### config.mk
export PLATFORM = sky130hd
export DESIGN_NAME = cg_seq_ctrl
export DESIGN_NICKNAME = d
export VERILOG_FILES = /design/src/rtl/cg_pkg.sv /design/src/rtl/cg_sleep_dec.sv /design/src/rtl/cg_seq_ctrl.sv
export SDC_FILE = /design/constraint.sdc
export NUM_CORES = 1
export LEC_CHECK = 0
export ABC_AREA = 1
export CAP_MARGIN = 40
export CELL_PAD_IN_SITES_DETAIL_PLACEMENT = 0
export CELL_PAD_IN_SITES_GLOBAL_PLACEMENT = 2
export CORE_ASPECT_RATIO = 1.5
export CORE_MARGIN = 2
export CORE_UTILIZATION = 24
export DETAILED_ROUTE_END_ITERATION = 6
export PLACE_DENSITY_LB_ADDON = 0.1
export SLEW_MARGIN = 20
export SYNTH_ARGS = -nofsm -noshare
export SYNTH_HDL_FRONTEND = slang
export SYNTH_SLANG_ARGS = --single-unit
export TNS_END_PERCENT = 100
### constraint.sdc
create_clock -name clk -period 1.65 [get_ports clk]
set_input_delay 0.2475 -clock clk [delete_from_list [all_inputs] [get_ports clk]]
set_output_delay 0.2475 -clock clk [all_outputs]
set_load 0.02 [all_outputs]
### src/rtl/cg_pkg.sv
// rtl/cg_pkg.sv - shared types and constants for the clock-gated sequencing controller
package cg_pkg;

   typedef enum logic [2:0] {
      ST_IDLE,
      ST_LOAD,
      ST_CALC,
      ST_OUT,
      ST_CLR
   } cg_state_t;

   localparam int N_IN_DEF        = 6;
   localparam int CALC_CYCLES_DEF = 3;
   localparam int OUT_LEN_DEF     = 6;
   localparam int MODE_W          = 3;
   localparam int DATA_W          = 9;

endpackage

### src/rtl/cg_sleep_dec.sv
// rtl/cg_sleep_dec.sv - sleep decode for the gated clock cells of each register group
module cg_sleep_dec
   import cg_pkg::*;
#(
   parameter int N_IN = N_IN_DEF
) (
   input  cg_state_t         state,
   input  logic [N_IN-1:0]   slot_we,
   input  logic              cg_en,
   output logic [N_IN-1:0]   sleep_slot,
   output logic              sleep_calc,
   output logic              sleep_out
);

   // Input slots wake only in the cycle they are written.
   assign sleep_slot = cg_en ? ~slot_we : '0;

   // Compute registers run while computing and in the clear cycle.
   assign sleep_calc = cg_en & ~((state == ST_CALC) | (state == ST_CLR));

   // Output register runs while loading beats and while being cleared.
   assign sleep_out  = cg_en & ~((state == ST_OUT) | (state == ST_CLR));

endmodule

### src/rtl/cg_seq_ctrl.sv
// rtl/cg_seq_ctrl.sv - sample/compute/output sequencer with clock-gating sleep control
module cg_seq_ctrl
   import cg_pkg::*;
#(
   parameter int N_IN        = N_IN_DEF,
   parameter int CALC_CYCLES = CALC_CYCLES_DEF,
   parameter int OUT_LEN     = OUT_LEN_DEF
) (
   input  logic                           clk,
   input  logic                           rst_n,
   input  logic                           cg_en,
   input  logic                           in_valid,
   input  logic [MODE_W-1:0]              in_mode,
   output logic [N_IN-1:0]                slot_we,
   output logic [MODE_W-1:0]              mode_q,
   output logic                           calc_en,
   output logic [$clog2(CALC_CYCLES):0]   calc_step,
   output logic                           out_en,
   output logic [$clog2(OUT_LEN):0]       out_sel,
   output logic                           out_valid,
   output logic [N_IN-1:0]                sleep_slot,
   output logic                           sleep_calc,
   output logic                           sleep_out,
   output logic                           busy
);

   localparam int CNT_W  = $clog2(N_IN) + 1;
   localparam int STEP_W = $clog2(CALC_CYCLES) + 1;
   localparam int BEAT_W = $clog2(OUT_LEN) + 1;

   cg_state_t           state, state_nxt;
   logic [CNT_W-1:0]    cnt, cnt_nxt;
   logic [STEP_W-1:0]   step, step_nxt;
   logic [BEAT_W-1:0]   beat, beat_nxt;
   logic [MODE_W-1:0]   mode_nxt;

   // State, counters, latched mode and the delayed output-valid flag.
   always_ff @(posedge clk or negedge rst_n) begin
      if (!rst_n) begin
         state     <= ST_IDLE;
         cnt       <= '0;
         step      <= '0;
         beat      <= '0;
         mode_q    <= '0;
         out_valid <= 1'b0;
      end else begin
         state     <= state_nxt;
         cnt       <= cnt_nxt;
         step      <= step_nxt;
         beat      <= beat_nxt;
         mode_q    <= mode_nxt;
         out_valid <= (state == ST_OUT);
      end
   end

   // Next-state and counter update; counters return to 0 when their phase ends.
   always_comb begin
      state_nxt = state;
      cnt_nxt   = cnt;
      step_nxt  = step;
      beat_nxt  = beat;
      mode_nxt  = mode_q;
      case (state)
         ST_IDLE: begin
            if (in_valid) begin
               mode_nxt = in_mode;
               if (N_IN == 1) begin
                  state_nxt = ST_CALC;
                  step_nxt  = '0;
               end else begin
                  state_nxt = ST_LOAD;
                  cnt_nxt   = CNT_W'(1);
               end
            end
         end
         ST_LOAD: begin
            if (in_valid) begin
               if (cnt == CNT_W'(N_IN - 1)) begin
                  state_nxt = ST_CALC;
                  cnt_nxt   = '0;
                  step_nxt  = '0;
               end else begin
                  cnt_nxt = cnt + CNT_W'(1);
               end
            end
         end
         ST_CALC: begin
            if (step == STEP_W'(CALC_CYCLES - 1)) begin
               state_nxt = ST_OUT;
               step_nxt  = '0;
               beat_nxt  = '0;
            end else begin
               step_nxt = step + STEP_W'(1);
            end
         end
         ST_OUT: begin
            if (beat == BEAT_W'(OUT_LEN - 1)) begin
               state_nxt = ST_CLR;
               beat_nxt  = '0;
            end else begin
               beat_nxt = beat + BEAT_W'(1);
            end
         end
         ST_CLR: begin
            state_nxt = ST_IDLE;
         end
         default: begin
            state_nxt = ST_IDLE;
            cnt_nxt   = '0;
            step_nxt  = '0;
            beat_nxt  = '0;
         end
      endcase
   end

   // One-hot slot write, only while samples are being accepted.
   always_comb begin
      slot_we = '0;
      for (int k = 0; k < N_IN; k++) begin
         slot_we[k] = in_valid & ((state == ST_IDLE) | (state == ST_LOAD)) & (cnt == CNT_W'(k));
      end
   end

   assign calc_en   = (state == ST_CALC);
   assign calc_step = step;
   assign out_en    = (state == ST_OUT);
   assign out_sel   = beat;
   assign busy      = (state != ST_IDLE);

   cg_sleep_dec #(
      .N_IN (N_IN)
   ) u_sleep_dec (
      .state      (state),
      .slot_we    (slot_we),
      .cg_en      (cg_en),
      .sleep_slot (sleep_slot),
      .sleep_calc (sleep_calc),
      .sleep_out  (sleep_out)
   );

endmodule

==> results.md, run 1 <==
* Status: complete, but fails checks
* Failing checks: negative setup slack
* Post-Route Setup TNS at -0.1747 ns
* CP startpoint kind: register
* Worst setup EP type: primary output
* DR pass1 iterations at 4
* Syn Nets at 152
* CTS tree: built
* Post-synth ARST share at 1.000
* Flop-to-flop setup slack at 0.20 ns
* Synth cell types at 24
* 1st-iter DRT viols at 24
* RSZ-0062 raised after global routing: yes
* First-pass GRT wire length at 5.092 mm
* Post-route minimum period at 1.688 ns
* Crit path launch: state[1]
* Port Buffer Count at 34
* Final net count at 216
* Max_cap viols at 0
* Worst path required time at 1.40 ns
* Synth Flop Type: dfrtp_1
* Register bit total from synthesis at 18
* Antenna-violating nets left at 0
* Routed via count at 1117
* Synth top area cells: dfrtp_1, nand2_1, inv_1, nand3_1, nor2_1
* Mapped Cells at 143
* Area leader, netlist: dfrtp_1
* Worst-Margin Slew at 0.2909 ns
* Number of flops mapped to enable cells by yosys at 0
* Clock Skews at 0.006177 ns
* WP data arrival at 1.44 ns
* Top delay family on crit path: simple AND/OR/NAND/NOR gates
* DR WL/cell at 12.35 um
* Yosys warns at 0
* Sequential element share of the synthesized area at 0.4255
* Most used cell along the critical path: nor2_2
* HPWL Detailed at 2.502 mm
* Setup WS pre-CTS at -0.4080 ns
* Die Ht at 85.34 um
* Setup crit end: sleep_slot[2]
* Most frequent cells after synthesis: nand2_1, dfrtp_1, inv_1
* Largest net degree at the start of global routing at 19
* Crit-path cells: nor2_2 -> nand2_2 -> nor3_4 -> inv_2 -> nor2_2 -> nor2_1 -> buf_4
* Worst-Skew Late Latency at 0.25 ns
* Worst hold slack at 0.3166 ns
* Post-placement cell count at 243
* Total GRT Usage at 0.1360
* N_diodes at 0
* Area grow syn2layout at 64.07%
* Clock transition at path regs at 0.07 ns
* Final Hold Fails at 0
* Crit Path Class: register to primary output
* Worst IR drop on VDD at 809.8 uV
* Max Freq at 592.4 MHz
* Max-slew violation count at 0
* Setup WS post-layout at -0.03806 ns
* Remaining DRCs at 0
* FILL cells at 444
* Post-Syn Area at 0.001059 sq mm
* CP Depth at 7
* Core box area at 0.004245 sq mm
* Buf+Inv Stages, Crit Path at 2
* Synth top area share at 0.4255
* Final count of negative-setup-slack endpoints at 6
* Die W at 58.23 um
* Core Rows at 29
* Worst-path fanout max at 4
* Non-Filler Instances at 252
* Layout cells sized above 1 at 0.3689
* Via/cell ratio at 4.433
* FF-to-FF path depth at 10
* Largest stage delay, worst path at 0.40 ns
* Clk Tree Root Cell: clkbuf_8
* Final period util at 1.023
* Most instantiated library cell after synthesis: nand2_1
* Vias in the first global route at 1150
* Drt total wl at 3.111 mm
* Min-Delay Path Class: input port to asynchronous set/reset pin
* CP max-delay cell: dfrtp_1
* # clock sinks at 18
* Reg2reg end: out_sel[0]
* RD Place Congestion at 0.7153
* PwrDens at 1926 mW/mm^2
* Leakage at 0.8924 nW
* Initial Util at 0.2493
* CTS Buffer Depth at 2
* Antenna violations before repair at 0
* Slew margin rel. at 0.8060
* H-tree depth at 1
* Mean Syn Cell Area at 7.402 sq um
* Die area at 0.004969 sq mm
* Gr ovfl total at 0
* RR Startpoint: state[2]
* Cts bufs inserted at 3
* I/O pin total at 35
power breakdown:
| group | internal, W | switching [W] |
|---|---|---|
| registers | 0.000615 | 0.000159 |
| logic | 0.000969 | 0.00124 |
| clock network | 0.000212 | 0.000151 |
area by class of cell:
class / count / area (sq um) / share of cell area
multi-input combinational: 102 / 583.1 / 0.3357
inverter: 23 / 86.33 / 0.04971
tap: 46 / 57.56 / 0.03314
sequential: 18 / 450.4 / 0.2594
clock buffer: 4 / 55.05 / 0.03170
timing repair buffer: 59 / 504.2 / 0.2903
how the worst min path moves through the flow:
stage / from / end / slack [ns] / cells past startpoint
5_1_grt: rst_n / out_sel[2] / 0.35 / 2
6_report: rst_n / out_valid / 0.32 / 2
3_3_place_gp: mode_q[1] / mode_q[1] / 0.46 / 2
2_1_floorplan: rst_n / calc_step[0] / -0.05 / 0
4_1_cts: rst_n / out_sel[0] / 0.32 / 2
3_5_place_dp: mode_q[1] / mode_q[1] / 0.47 / 2
cells by family (layout without fill, tap and decap cells):
kind of cell	Yosys count	in the layout	synth area share
simple gates	85	85	0.3806
buf+inv	23	86	0.08156
flops	18	18	0.4255
compound gates	12	12	0.06383
xor+xnor	3	3	0.02483
fa+ha+maj	2	2	0.02364
timing repair:
action                                  in CTS  in global routing
gates resized for setup                     76                 24
endpoints found under the setup margin      17                 16
setup buffers                                2                  3
hold buffers                                 0                  0
pin swaps                                    2                  6
flip-flops by register name (all words and copies together), names as in the netlist:
name and flops:
calc_step 3, cnt 4, mode_q 3, out_sel 4, out_valid 1, state 3
per-stage QoR:
stage                     utilization  total power, W  cell area [sq um]
after floorplan                     -        0.001883               1069
after global placement         0.3837        0.002867               1629
after detailed placement       0.3837        0.002882               1629
after CTS                      0.3846        0.003230               1633
after global routing           0.4091        0.003646               1737
final                          0.4091        0.003344               1737
placed cells by master, fill, tap and decap left out:
cell	Yosys	layout
nor2_4	1	3
nor3_2	1	2
or2_2	1	1
nand2_2	4	5
buf_12	0	1
buf_6	0	5
clkdlybuf4s50_1	0	16
dfrtp_1	18	18
nand3_1	12	12
o21ai_1	1	1
nor3_4	0	3
ha_1	2	2
nor2_1	14	10
o21ai_2	1	1
inv_1	18	17
o22ai_1	1	1
nand3b_1	1	1
o211ai_1	1	1
a21oi_1	4	4
nand4_1	3	3
nand2_4	1	1
buf_4	0	30
xor2_1	3	3
inv_2	5	6
nor2_2	5	7
nand3_2	1	1
o21ai_0	4	4
nand2_1	37	36
buf_2	0	6
clkbuf_8	0	4
dlymetal6s2s_1	0	1
layer usage:
metal  up-vias  wire [um]  global-route usage
met2        19       1936              0.2820
met4         0         23             0.05074
met3         2        100             0.01982
met1       522       1051              0.1240
li1        574          -                   -
met5         -          0                   0
(Power assumes the default switching activity.)
==> run 2: changes to the inputs <==
--- a/config.mk
+++ b/config.mk
@@ -5,13 +5,13 @@
 export SDC_FILE = /design/constraint.sdc
 export NUM_CORES = 1
 export LEC_CHECK = 0
-export ABC_AREA = 1
+export ABC_AREA = 0
 export CAP_MARGIN = 40
 export CELL_PAD_IN_SITES_DETAIL_PLACEMENT = 0
 export CELL_PAD_IN_SITES_GLOBAL_PLACEMENT = 2
 export CORE_ASPECT_RATIO = 1.5
 export CORE_MARGIN = 2
-export CORE_UTILIZATION = 24
+export CORE_UTILIZATION = 26
 export DETAILED_ROUTE_END_ITERATION = 6
 export PLACE_DENSITY_LB_ADDON = 0.1
 export SLEW_MARGIN = 20
==> run 2 against run 1 <==
Compared with the run above:
- the run still ends with negative setup slack left
- cell count decreased by 8.7%
- hold slack got worse by 0.0045 ns
- sequential power increased by 7.8%
==> results.md, run 2 <==
* Number of flops mapped to enable cells by yosys at 0
* Die area at 0.004915 sq mm
* Gr ovfl total at 0
* FILL cells at 433
* Remaining DRCs at 0
* Syn Nets at 137
* HPWL Detailed at 2.575 mm
* CTS Buffer Depth at 2
* Via/cell ratio at 5.130
* Register bit total from synthesis at 18
* Min-Delay Path Class: input port to asynchronous set/reset pin
* Mean Syn Cell Area at 8.856 sq um
* Most frequent cells after synthesis: dfrtp_1, inv_1, o211ai_1
* Setup WS post-layout at -0.4189 ns
* Final Hold Fails at 0
* Antenna-violating nets left at 0
* Area leader, netlist: dfrtp_1
* I/O pin total at 35
* Status: complete, but fails checks
* Vias in the first global route at 1221
* Reg2reg end: mode_q[0]
* Synth top area share at 0.3974
* Routed via count at 1180
* Leakage at 0.8069 nW
* Register area at 450.4 sq um
* Crit Path Class: register to primary output
* Worst path required time at 1.40 ns
* FF-to-FF path depth at 7
* WP data arrival at 1.82 ns
* PwrDens at 1728 mW/mm^2
* Synth top area cells: dfrtp_1, o211ai_1, inv_1, mux2_2, nand2b_1
* Synth Flop Type: dfrtp_1
* Post-route minimum period at 2.069 ns
* Final Util at 0.4340
* Drt total wl at 3.360 mm
* First-pass GRT wire length at 5.616 mm
* Worst-Skew Late Latency at 0.26 ns
* 1st-iter DRT viols at 20
* Clock transition at path regs at 0.07 ns
* Area of the multi-input gates at 703.2 sq um
* Layout cells sized above 1 at 0.3587
* Port Buffer Count at 34
* Flop-to-flop setup slack at -0.18 ns
* Worst-Margin Slew at 0.4160 ns
* Largest net degree at the start of global routing at 19
* Yosys warns at 0
* Initial Util at 0.2693
* # clock sinks at 18
* Commonest non-fill, non-tap cell in the layout: buf_4
* Area grow syn2layout at 61.15%
* Core box area at 0.004209 sq mm
* Worst setup EP type: primary output
* Post-Route Setup TNS at -4.667 ns
* Max_cap viols at 0
* Most instantiated library cell after synthesis: dfrtp_1
* Die W at 57.92 um
* Clock Skews at 0.007369 ns
* CP startpoint kind: register
* Post-synth ARST share at 1.000
* Max Freq at 483.4 MHz
* Largest stage delay, worst path at 0.40 ns
* Sequential element share of the synthesized area at 0.3974
* Slew margin rel. at 0.7197
* Final period util at 1.254
* CTS tree: built
* DR pass1 iterations at 3
* RSZ-0062 raised after global routing: yes
* Tot Pwr at 0.003157 W
* Synth cell types at 37
* Core Rows at 29
* CP max-delay cell: or3b_4
* Crit-path cells: or3b_4 -> or3_4 -> o31a_1 -> buf_6
* Max-slew violation count at 0
* Final net count at 195
* RD Place Congestion at 0.7268
* Total GRT Usage at 0.1464
* Antenna violations before repair at 0
* N_diodes at 0
* Failing checks: negative setup slack
* Mapped Cells at 128
* Worst-path fanout max at 8
* Worst IR drop on VDD at 840.6 uV
* Cts bufs inserted at 3
* Die Ht at 84.87 um
* DR WL/cell at 14.61 um
* H-tree depth at 1
* Clk Tree Root Cell: clkbuf_8
* RR Startpoint: state[1]
* Final count of negative-setup-slack endpoints at 15
* Commonest non-fill, non-tap cells in the layout: buf_4, dfrtp_1, clkdlybuf4s50_1
* Post-Syn Area at 0.001134 sq mm
run 2: per-layer routing:
metal,track usage,wire (um),up-vias
met1,0.1649,1293,565
met5,0,0,-
met2,0.2748,1845,32
met3,0.01677,141,7
li1,-,-,576
met4,0.05074,79,0
run 2: worst max-delay path by stage:
stage	cells past startpoint	to	from
2_1_floorplan	6	sleep_slot[0]	state[1]
4_1_cts	4	sleep_slot[2]	state[1]
3_3_place_gp	5	sleep_slot[0]	in_valid
5_1_grt	4	sleep_slot[2]	state[1]
3_5_place_dp	5	sleep_slot[2]	in_valid
6_report	4	sleep_slot[2]	state[1]
run 2: stage by stage:
stage	hold WS (ns)	worst slack (ns)	std cells	area, sq um
detailed placement	0.4976	-0.9618	219	1657
finish	0.3120	-0.4189	230	1827
floorplan	-0.04809	-0.3465	128	1152
global placement	0.4969	-0.9280	219	1657
global route	0.3355	-0.4787	230	1827
CTS	0.3271	-0.5223	227	1764
run 2: critical path, delay by kind of cell, from the launching register on:
kind                   cells  cell delay (ns)
AOI/OAI and AO/OA          1             0.27
buffers and inverters      1             0.13
DFF                        1             0.38
and+or+nand+nor            2             0.79
run 2: timing repair:
| item | 4_1_cts | 5_1_grt |
|---|---|---|
| endpoints found under the setup margin | 20 | 22 |
| hold buffers | 0 | 0 |
| resized for setup | 98 | 15 |
| pin swaps | 7 | 7 |
| buffers inserted | 5 | 4 |
run 2: cells by family (layout without fill, tap and decap cells):
kind of cell / after synthesis / count (layout) / share of synthesized area
AOI/OAI and AO/OA: 36 / 36 / 0.2163
xor gates and xnor gates: 1 / 1 / 0.007728
adders and majority gates: 2 / 2 / 0.02207
buffers and inverters: 18 / 74 / 0.06843
DFF: 18 / 18 / 0.3973
muxes: 3 / 3 / 0.02980
and+or+nand+nor: 50 / 50 / 0.2583
run 2: cell type report:
| cell class | instances | share of cell area |
|---|---|---|
| Tap cell | 46 | 0.03151 |
| Clock buffer | 3 | 0.02260 |
| Sequential cell | 18 | 0.2466 |
| Inverter | 9 | 0.01849 |
| Multi-Input combinational cell | 92 | 0.3849 |
| Timing Repair Buffer | 62 | 0.2959 |
run 2: report_power, final:
group          internal [W]  switching (W)
clock network      0.000163       0.000151
logic              0.000999        0.00101
registers          0.000617       0.000217
total               0.00178        0.00138
==> run 3: changes to the inputs <==
--- a/config.mk
+++ b/config.mk
@@ -14,7 +14,7 @@
 export CORE_UTILIZATION = 26
 export DETAILED_ROUTE_END_ITERATION = 6
 export PLACE_DENSITY_LB_ADDON = 0.1
-export SLEW_MARGIN = 20
+export SLEW_MARGIN = 5
 export SYNTH_ARGS = -nofsm -noshare
 export SYNTH_HDL_FRONTEND = slang
 export SYNTH_SLANG_ARGS = --single-unit
==> results of run 3 <==
Final layout, timing and power as in run 2 (identical DEF).
